==> config.mk <==
export PLATFORM = sky130hd
export DESIGN_NAME = timer_param
export DESIGN_NICKNAME = d
export VERILOG_FILES = /design/src/rtl/timer_pkg.sv /design/src/rtl/timer_prescaler.sv /design/src/rtl/timer_param.sv
export SDC_FILE = /design/constraint.sdc
export NUM_CORES = 1
export LEC_CHECK = 0
export ABC_AREA = 1
export BUFFER_PORTS_ARGS = -buffer_cell sky130_fd_sc_hd__buf_2
export CORE_ASPECT_RATIO = 0.8
export CORE_MARGIN = 5
export CORE_UTILIZATION = 35
export CTS_BUF_LIST = sky130_fd_sc_hd__clkbuf_4 sky130_fd_sc_hd__clkbuf_8
export DETAILED_ROUTE_END_ITERATION = 12
export GPL_ROUTABILITY_DRIVEN = 0
export PLACE_DENSITY = 0.58
export SYNTH_ARGS = -nofsm -noshare
export SYNTH_HDL_FRONTEND = slang
export SYNTH_SLANG_ARGS = --single-unit
==> constraint.sdc <==
create_clock -name clock -period 2.25 [get_ports clock]
set_input_delay 0.1125 -clock clock [delete_from_list [all_inputs] [get_ports clock]]
set_output_delay 0.1125 -clock clock [all_outputs]
set_load 0.05 [all_outputs]
==> src/rtl/timer_pkg.sv <==
// timer_pkg: run-mode codes and FSM state encoding shared by the timer files
package timer_pkg;
  localparam logic [1:0] MODE_FREE    = 2'd0;
  localparam logic [1:0] MODE_ONESHOT = 2'd1;
  localparam logic [1:0] MODE_AUTO    = 2'd2;
  typedef enum logic [1:0] {ST_IDLE, ST_RUN, ST_PAUSE, ST_DONE} state_e;
endpackage

==> src/rtl/timer_prescaler.sv <==
// timer_prescaler: divides the clock, pulsing tick every (div+1) enabled cycles
module timer_prescaler #(
  parameter int PRESC_W = 8
) (
  input  logic               clock,
  input  logic               reset,
  input  logic               clr,
  input  logic               run,
  input  logic [PRESC_W-1:0] div,
  output logic               tick
);
  logic [PRESC_W-1:0] cnt_q, cnt_d;
  assign tick = run && cnt_q == div;
  // count while running, restart on tick or clear, hold otherwise
  always_comb cnt_d = clr ? '0 : !run ? cnt_q : tick ? '0 : cnt_q + 1'b1;
  // phase register
  always_ff @(posedge clock or negedge reset)
    if (!reset) cnt_q <= '0;
    else cnt_q <= cnt_d;
endmodule

==> src/rtl/timer_param.sv <==
// timer_param: prescaled compare timer with free-run, one-shot and auto-reload modes
module timer_param
  import timer_pkg::*;
#(
  parameter int WIDTH   = 16,
  parameter int PRESC_W = 8
) (
  input  logic               clock,
  input  logic               reset,
  input  logic               t_en,
  input  logic               t_clr,
  input  logic [1:0]         mode,
  input  logic [PRESC_W-1:0] prescale,
  input  logic [WIDTH-1:0]   cmp_val,
  output logic [WIDTH-1:0]   t_out,
  output logic               t_valid,
  output logic               t_busy,
  output logic               t_ovf
);
  state_e             state_q, state_d;
  logic [1:0]         mode_q, mode_d;
  logic [PRESC_W-1:0] presc_q, presc_d;
  logic [WIDTH-1:0]   cmp_q, cmp_d, out_q, out_d;
  logic               valid_q, valid_d, busy_q, busy_d, ovf_q, ovf_d;
  logic               run, start, tick, match;
  // PAUSE with t_en high counts on the same edge it resumes, so a pause costs exactly its length
  assign run   = (state_q == ST_RUN || state_q == ST_PAUSE) && t_en && !t_clr;
  assign start = state_q == ST_IDLE && t_en && !t_clr;
  assign match = out_q == cmp_q;
  timer_prescaler #(.PRESC_W(PRESC_W)) u_presc (
    .clock(clock),
    .reset(reset),
    .clr  (t_clr | start),
    .run  (run),
    .div  (presc_q),
    .tick (tick)
  );
  // next-state, counter, compare and flag logic
  always_comb begin
    state_d = state_q;
    mode_d  = mode_q;
    presc_d = presc_q;
    cmp_d   = cmp_q;
    out_d   = out_q;
    valid_d = 1'b0;
    ovf_d   = ovf_q;
    if (t_clr) begin
      state_d = ST_IDLE;
      out_d   = '0;
      ovf_d   = 1'b0;
    end else begin
      case (state_q)
        ST_IDLE: if (t_en) begin
          state_d = ST_RUN;
          mode_d  = (mode == MODE_FREE || mode == MODE_AUTO) ? mode : MODE_ONESHOT;
          presc_d = prescale;
          cmp_d   = cmp_val;
          out_d   = '0;
        end
        ST_RUN, ST_PAUSE: if (!t_en) state_d = ST_PAUSE;
        else begin
          state_d = ST_RUN;
          if (tick) begin
            valid_d = match;
            out_d   = !match ? out_q + 1'b1 : mode_q == MODE_AUTO ? '0 :
                      mode_q == MODE_ONESHOT ? out_q : out_q + 1'b1;
            ovf_d   = ovf_q | (mode_q == MODE_FREE && &out_q);
            state_d = match && mode_q == MODE_ONESHOT ? ST_DONE : ST_RUN;
          end
        end
        default: if (!t_en) state_d = ST_IDLE;
      endcase
    end
    busy_d = state_d == ST_RUN || state_d == ST_PAUSE;
  end
  // state, configuration and registered outputs
  always_ff @(posedge clock or negedge reset)
    if (!reset) begin
      state_q <= ST_IDLE;
      mode_q  <= '0;
      presc_q <= '0;
      cmp_q   <= '0;
      out_q   <= '0;
      valid_q <= 1'b0;
      busy_q  <= 1'b0;
      ovf_q   <= 1'b0;
    end else begin
      state_q <= state_d;
      mode_q  <= mode_d;
      presc_q <= presc_d;
      cmp_q   <= cmp_d;
      out_q   <= out_d;
      valid_q <= valid_d;
      busy_q  <= busy_d;
      ovf_q   <= ovf_d;
    end
  assign t_out   = out_q;
  assign t_valid = valid_q;
  assign t_busy  = busy_q;
  assign t_ovf   = ovf_q;
endmodule

## Word level (Yosys, flattened, before mapping)

Index checks and enable logic that the tools add are counted.

- Register bits: 55
- Output and inout bits: 19

- Add/subtract/negate cells: 2
- Eq/ne operators: 13
- Muxes and demuxes: 27
- Bitwise gates (word level): 3
- Reductions and logical operators: 24

Operator list:

| kind | count |
|---|---|
| $mux W16 | 7 |
| $pmux W16 S2 | 1 |
| $mux W8 | 3 |
| $add A16 B1 Y16 const B | 1 |
| $eq A16 B16 Y1 | 1 |
| $reduce_and A16 Y1 | 1 |
| $mux W2 | 7 |
| $add A8 B1 Y8 const B | 1 |
| $eq A2 B2 Y1 const B | 4 |
| $eq A8 B8 Y1 | 1 |
| $mux W1 | 8 |
| $reduce_bool A2 Y1 | 4 |
| $logic_and A1 B1 Y1 | 7 |
| $eq A2 B1 Y1 const B | 3 |
| $logic_not A2 Y1 | 3 |
| $ne A3 B3 Y1 const B | 2 |
| $reduce_and A3 Y1 | 2 |
| $ne A5 B5 Y1 const B | 1 |
| $reduce_and A5 Y1 | 1 |
| $pmux W2 S2 | 1 |
| $logic_or A1 B1 Y1 | 3 |
| $ne A3 B2 Y1 const B | 1 |
| $reduce_bool A3 Y1 | 1 |
| $or A1 B1 Y1 | 2 |
| 3 further kinds | 3 |

## Depth between registers and ports, before layout

- Depth after elaboration: 11
- Gate-level depth with buffers: 15
- Gate-level depth less buffers: 15

## Cells and area by module

Synthesis repeated with hierarchy kept, for this count alone.

- Cells, all modules: 470
- Area total of the unflattened synthesis: 3474.6 µm²

By module, submodules not included:

| module | times used | cells each | area each (µm²) | seq. area each (µm²) |
|---|---|---|---|---|
| timer_param | 1 | 383 | 2849.0 | 1176.1 |
| timer_prescaler | 1 | 87 | 625.6 | 200.2 |

## Worst setup path before layout

No wires, ideal clock.

- Path type: register to register
- Start: register out_q[1] (netlist: t_out[1])
- End: register out_q[12] (netlist: t_out[12])
- Arrival: 1.936 ns
- Required time: 2.128 ns
- Setup slack: 0.192 ns
- Stages on the path, launching flop included: 8
- Path through: dfrtp_1 ha_1 nand3_1 nor2_1 nand3_1 or3_1 a21oi_1 a21oi_1

- Cells in the longest elaborated chain, start to end: 8

Ends and longest elaborated chain:

| what | RTL line | RTL |
|---|---|---|
| from (decl) | timer_param.sv:23 | `logic [WIDTH-1:0] cmp_q, cmp_d, out_q, out_d;` |
| from (signal assigned) | timer_param.sv:92 | `out_q <= out_d;` |
| $add A16 B1 Y16 | timer_param.sv:65, timer_param.sv:66 |  |
| $mux W16 | timer_param.sv:66 | `mode_q == MODE_ONESHOT ? out_q : out_q + 1'b1;` |
| $mux W16 (2 in a row) | timer_param.sv:65 | `out_d = !match ? out_q + 1'b1 : mode_q == MODE_AUTO ? '0 :` |
| $mux W16 | timer_param.sv:63 | `if (tick) begin` |
| $mux W16 | timer_param.sv:60 | `ST_RUN, ST_PAUSE: if (!t_en) state_d = ST_PAUSE;` |
| $pmux W16 S2 | timer_param.sv:52 | `case (state_q)` |
| $mux W16 | timer_param.sv:47 | `if (t_clr) begin` |

Parallel ways exist; a longest one is shown, timed or not. The select of a mux whose other input is x is not followed.
A chain may end at the register's enable or synchronous reset.

## Worst setup path in the final report

- Start: register state_q[0]
- End: register out_q[12] (netlist: t_out[12])

- Cells in the longest elaborated chain, start to end: 7

Ends and longest elaborated chain:

| what | RTL line | RTL |
|---|---|---|
| from (decl) | timer_param.sv:20 | `state_e state_q, state_d;` |
| from (signal assigned) | timer_param.sv:88 | `state_q <= state_d;` |
| $eq A2 B1 Y1 or $eq A2 B2 Y1 (tied branches) | timer_param.sv:27, timer_param.sv:52 |  |
| $logic_or A1 B1 Y1 | timer_param.sv:27 | `assign run = (state_q == ST_RUN \|\| state_q == ST_PAUSE) && t_en && !t_clr;` |
| $logic_and A1 B1 Y1 (2 in a row) | timer_param.sv:27 |  |
| $logic_and A1 B1 Y1 | timer_prescaler.sv:13 | `assign tick = run && cnt_q == div;` |
| $ne A3 B2 Y1 (no line) | - |  |
| $reduce_and A5 Y1 (no line) | - |  |

Parallel ways exist; a longest one is shown, timed or not.

==> Flow_metrics.wiki <==
{| class="wikitable"
! Metric !! Value
|-
| Die area || 0.0112 mm^2
|-
| GRT Resource Usage Total || 0.151
|-
| Std cell rows || 31
|-
| Leading cell types by total area after synthesis || sky130_fd_sc_hd__dfrtp_1 43%, sky130_fd_sc_hd__nand2_1 17%, sky130_fd_sc_hd__inv_1 6.2%
|-
| Ys Warns || 0
|-
| DR DRC count || 0
|-
| Routed via count divided by cell count || 4.73
|-
| Fraction of power spent switching nets || 0.398
|-
| Floorplan Core Area || 0.00904 mm^2
|-
| Die height || 95.8 um
|-
| Via count || 2989
|-
| Count of fill cells added during filler insertion || 963
|-
| Die W || 117 um
|-
| Deepest clock path buffer count || 2
|-
| Synthesized Nets || 490
|-
| Synth top cells by count || 148 x sky130_fd_sc_hd__nand2_1, 55 x sky130_fd_sc_hd__dfrtp_1, 53 x sky130_fd_sc_hd__inv_1
|-
| Layout Utilization || 0.419
|-
| H-tree levels || 2
|-
| Critical Path End Type || register
|-
| Clk pwr share || 0.193
|-
| Transition time at the pin with the least slew margin || 0.730 ns
|-
| Number of instances in the synthesized netlist || 456
|-
| Mean area per synthesized cell || 7.07 um^2
|-
| Share of power burned in registers || 0.447
|-
| Leading area contributor after synthesis || sky130_fd_sc_hd__dfrtp_1
|-
| Clock-pin transition on the worst setup and hold timing paths || 0.10 ns
|-
| Relative slew slack || 0.513
|-
| EDFF count, synth || 0
|-
| Root buffer cell || sky130_fd_sc_hd__clkbuf_8
|-
| Number of buffers added for setup after CTS || 0
|-
| Clock tree from TritonCTS || built
|-
| WP data arrival || 2.24 ns
|-
| Number of port buffers || 48
|-
| Total congestion overflow after global routing || 0
|-
| Via count of the first global-routing pass || 2815
|-
| Final count of pins violating max slew || 0
|-
| Number of synthesized register bits || 55
|-
| Cell Area, Synth || 0.00322 mm^2
|-
| Combinational cell fraction of total power || 0.360
|-
| Number of antenna violations at the first check in global routing || 0
|-
| Main synth FF type || sky130_fd_sc_hd__dfrtp_1
|-
| Layout overhead on the synthesized area || 17.5%
|-
| Net Switching || 1200 uW
|-
| Startpoint type of the worst setup path || register
|-
| Final ANT Viol Nets || 0
|-
| Outcome || finished, final reports clean
|-
| Startpoint of the worst-slack reg-to-reg timing path || state_q[0]
|-
| Required time worst endpoint || 2.45 ns
|-
| Share of synthesized registers carrying an async set or reset || 1.00
|-
| Total of endpoints with negative setup slack in the final report || 0
|-
| Effective utilization at floorplan || 0.357
|-
| RSZ-0062 raised after global routing || false
|-
| Worst setup skew after layout || 0.0128 ns
|-
| Reg-to-reg slack, setup || 0.20 ns
|-
| Clock Latency Late Sink || 0.31 ns
|-
| First-pass detailed-route iteration total || 4
|-
| Endpoints failing hold || 0
|-
| Worst R2R Path Depth || 13
|-
| Final clock period utilization by the worst path || 0.909
|-
| Endpoint with the worst hold slack || presc_q[5]
|-
| CTS Buf Count || 5
|-
| Most common cell in the synthesized netlist || sky130_fd_sc_hd__nand2_1
|-
| Proportion of netlist area held by the largest area contributor || 0.427
|-
| Post-Route Setup TNS || 0 ns
|-
| Distinct cell type count of the synthesized netlist || 32
|-
| Proportion of synthesized chip area in sequential cells || 0.427
|-
| Highest attainable clock frequency || 489 MHz
|-
| Total number of nets in the final design || 550
|-
| Internal Power || 1810 uW
|-
| I/O Pins || 49
|-
| Routed wire length || 7.99 mm
|-
| Source of the worst hold timing path || prescale[5]
|-
| Class of the most critical hold timing path || input pin to register
|-
| Capture point of the worst reg-to-reg path || t_out[12]
|-
| Global-route wire length before repair || 13.5 mm
|-
| Fraction of final layout cells sized beyond drive strength 1 || 0.159
|-
| Leakage component of the power || 0.00189 uW
|-
| Critical setup path kind || register to register
|-
| # clock sinks || 55
|-
| Hold Path Depth || 3
|-
| Avg WL per Cell || 12.6 um
|-
| Diodes inserted || 0
|-
| Number of max-capacitance violations reported || 0
|-
| Maximum fanout along the worst path || 7
|-
| Half-perimeter wire length of the detailed placement result || 6.04 mm
|-
| Worst-case vdd ir drop || 404 uV
|-
| Power per unit of standard cell area || 796 mW/mm^2
|-
| Initial drt markers || 195
|-
| Pin count of the biggest net entering global routing || 56
|-
| Final critical path time including I/O delays and setup || 2.05 ns
|}
## cell families after synthesis
| family | share of synthesized area |
|---|---|
| AOI/OAI and AO/OA | 0.122 |
| xor gates and xnor gates | 0.0408 |
| adders and majority gates | 0.0155 |
| buffers and inverters | 0.0901 |
| DFF | 0.427 |
| and+or+nand+nor | 0.305 |
## placed cells by master (no fill, tap or decap), types with 2 or more instances in the layout
cell / Yosys / layout
sky130_fd_sc_hd__inv_2: 7 / 7
sky130_fd_sc_hd__nand4_1: 3 / 3
sky130_fd_sc_hd__nand3_1: 20 / 20
sky130_fd_sc_hd__o21bai_1: 6 / 6
sky130_fd_sc_hd__nand2_1: 148 / 148
sky130_fd_sc_hd__buf_4: 0 / 9
sky130_fd_sc_hd__a31oi_1: 2 / 2
sky130_fd_sc_hd__a21oi_1: 17 / 17
sky130_fd_sc_hd__nor2_1: 47 / 46
sky130_fd_sc_hd__inv_1: 53 / 53
sky130_fd_sc_hd__nand2_2: 3 / 3
sky130_fd_sc_hd__nor3_1: 12 / 12
sky130_fd_sc_hd__dfrtp_1: 55 / 54
sky130_fd_sc_hd__o22ai_1: 2 / 2
sky130_fd_sc_hd__clkbuf_8: 0 / 5
sky130_fd_sc_hd__buf_2: 1 / 48
sky130_fd_sc_hd__clkbuf_4: 0 / 2
sky130_fd_sc_hd__ha_1: 4 / 4
sky130_fd_sc_hd__xor2_1: 13 / 13
sky130_fd_sc_hd__nor4_1: 2 / 2
sky130_fd_sc_hd__xnor2_1: 2 / 2
sky130_fd_sc_hd__o21ai_0: 28 / 28
sky130_fd_sc_hd__dlygate4sd3_1: 0 / 7
sky130_fd_sc_hd__nor2_2: 1 / 2
sky130_fd_sc_hd__o21ai_1: 10 / 10
## power groups by stage
stage	sequential (uW)	combinational [uW]	clock (uW)
after floorplan	1390	748	0
after global placement	1360	1060	0
after detailed placement	1370	1080	0
after CTS	1350	1090	592
after global routing	1380	1250	619
final	1350	1090	581
## how the worst max path moves through the flow
stage          depth (start not counted)        end  slack, ns       start
5_1_grt                               13   t_out[9]      0.007  state_q[0]
3_5_place_dp                          13   t_out[9]       0.19  state_q[0]
2_1_floorplan                          7  t_out[12]       0.19    t_out[1]
3_3_place_gp                          13   t_out[6]       0.29  state_q[0]
4_1_cts                               13   t_out[9]       0.16  state_q[0]
6_report                              13  t_out[12]       0.20  state_q[0]
## final cells by class
| cell class | instances | area, um^2 | share of cell area |
|---|---|---|---|
| clock inverter | 1 | 5.00 | 0.00132 |
| multi-input combinational | 328 | 1560 | 0.411 |
| clock buffer | 7 | 83.8 | 0.0221 |
| inverter | 61 | 229 | 0.0605 |
| sequential | 55 | 1380 | 0.364 |
| tap | 115 | 144 | 0.0380 |
| timing repair buffer | 65 | 389 | 0.103 |
## stage by stage
stage	cell area, um^2	hold WS, ns	instances	worst slack, ns	power [uW]
3_5_place_dp	3620	0.302	617	0.186	2440
6_report	3790	0.00538	632	0.204	3010
4_1_cts	3780	0.00324	632	0.163	3030
2_1_floorplan	3220	-0.183	456	0.192	2140
3_3_place_gp	3620	0.302	617	0.292	2420
5_1_grt	3790	0.00616	632	0.00689	3250
## state kept, by name (all words and copies together) (netlist names)
signal	count
t_ovf	1
state_q	2
mode_q	2
t_valid	1
presc_q	8
u_presc.cnt_q	8
cmp_q	16
t_out	16
t_busy	1
## critical path: stages, from the launching register on
cell	delay, ns
sky130_fd_sc_hd__dfrtp_1	0.41
sky130_fd_sc_hd__inv_1	0.07
sky130_fd_sc_hd__ha_1	0.32
sky130_fd_sc_hd__nand2_2	0.09
sky130_fd_sc_hd__inv_2	0.07
sky130_fd_sc_hd__nand2_2	0.05
sky130_fd_sc_hd__nor2_2	0.11
sky130_fd_sc_hd__nand3_2	0.10
sky130_fd_sc_hd__nor2_4	0.13
sky130_fd_sc_hd__nand2_2	0.09
sky130_fd_sc_hd__nand2_1	0.06
sky130_fd_sc_hd__nand2_1	0.18
sky130_fd_sc_hd__a21oi_1	0.19
sky130_fd_sc_hd__a21oi_1	0.06
## routing by layer
layer | track usage | up-vias | share of wire
li1 | - | 1552 | -
met1 | 0.225 | 1356 | 0.52
met2 | 0.228 | 79 | 0.42
met3 | 0.0302 | 2 | 0.059
met4 | 0.0296 | 0 | 0.0045
met5 | 0 | - | 0
## repair_timing
action                     in CTS  in global routing
setup endpoints to repair       0                  2
hold buffers                    7                  0
resized for setup               0                  2
hold endpoints to repair       61                  0
(Power assumes the default switching activity.)
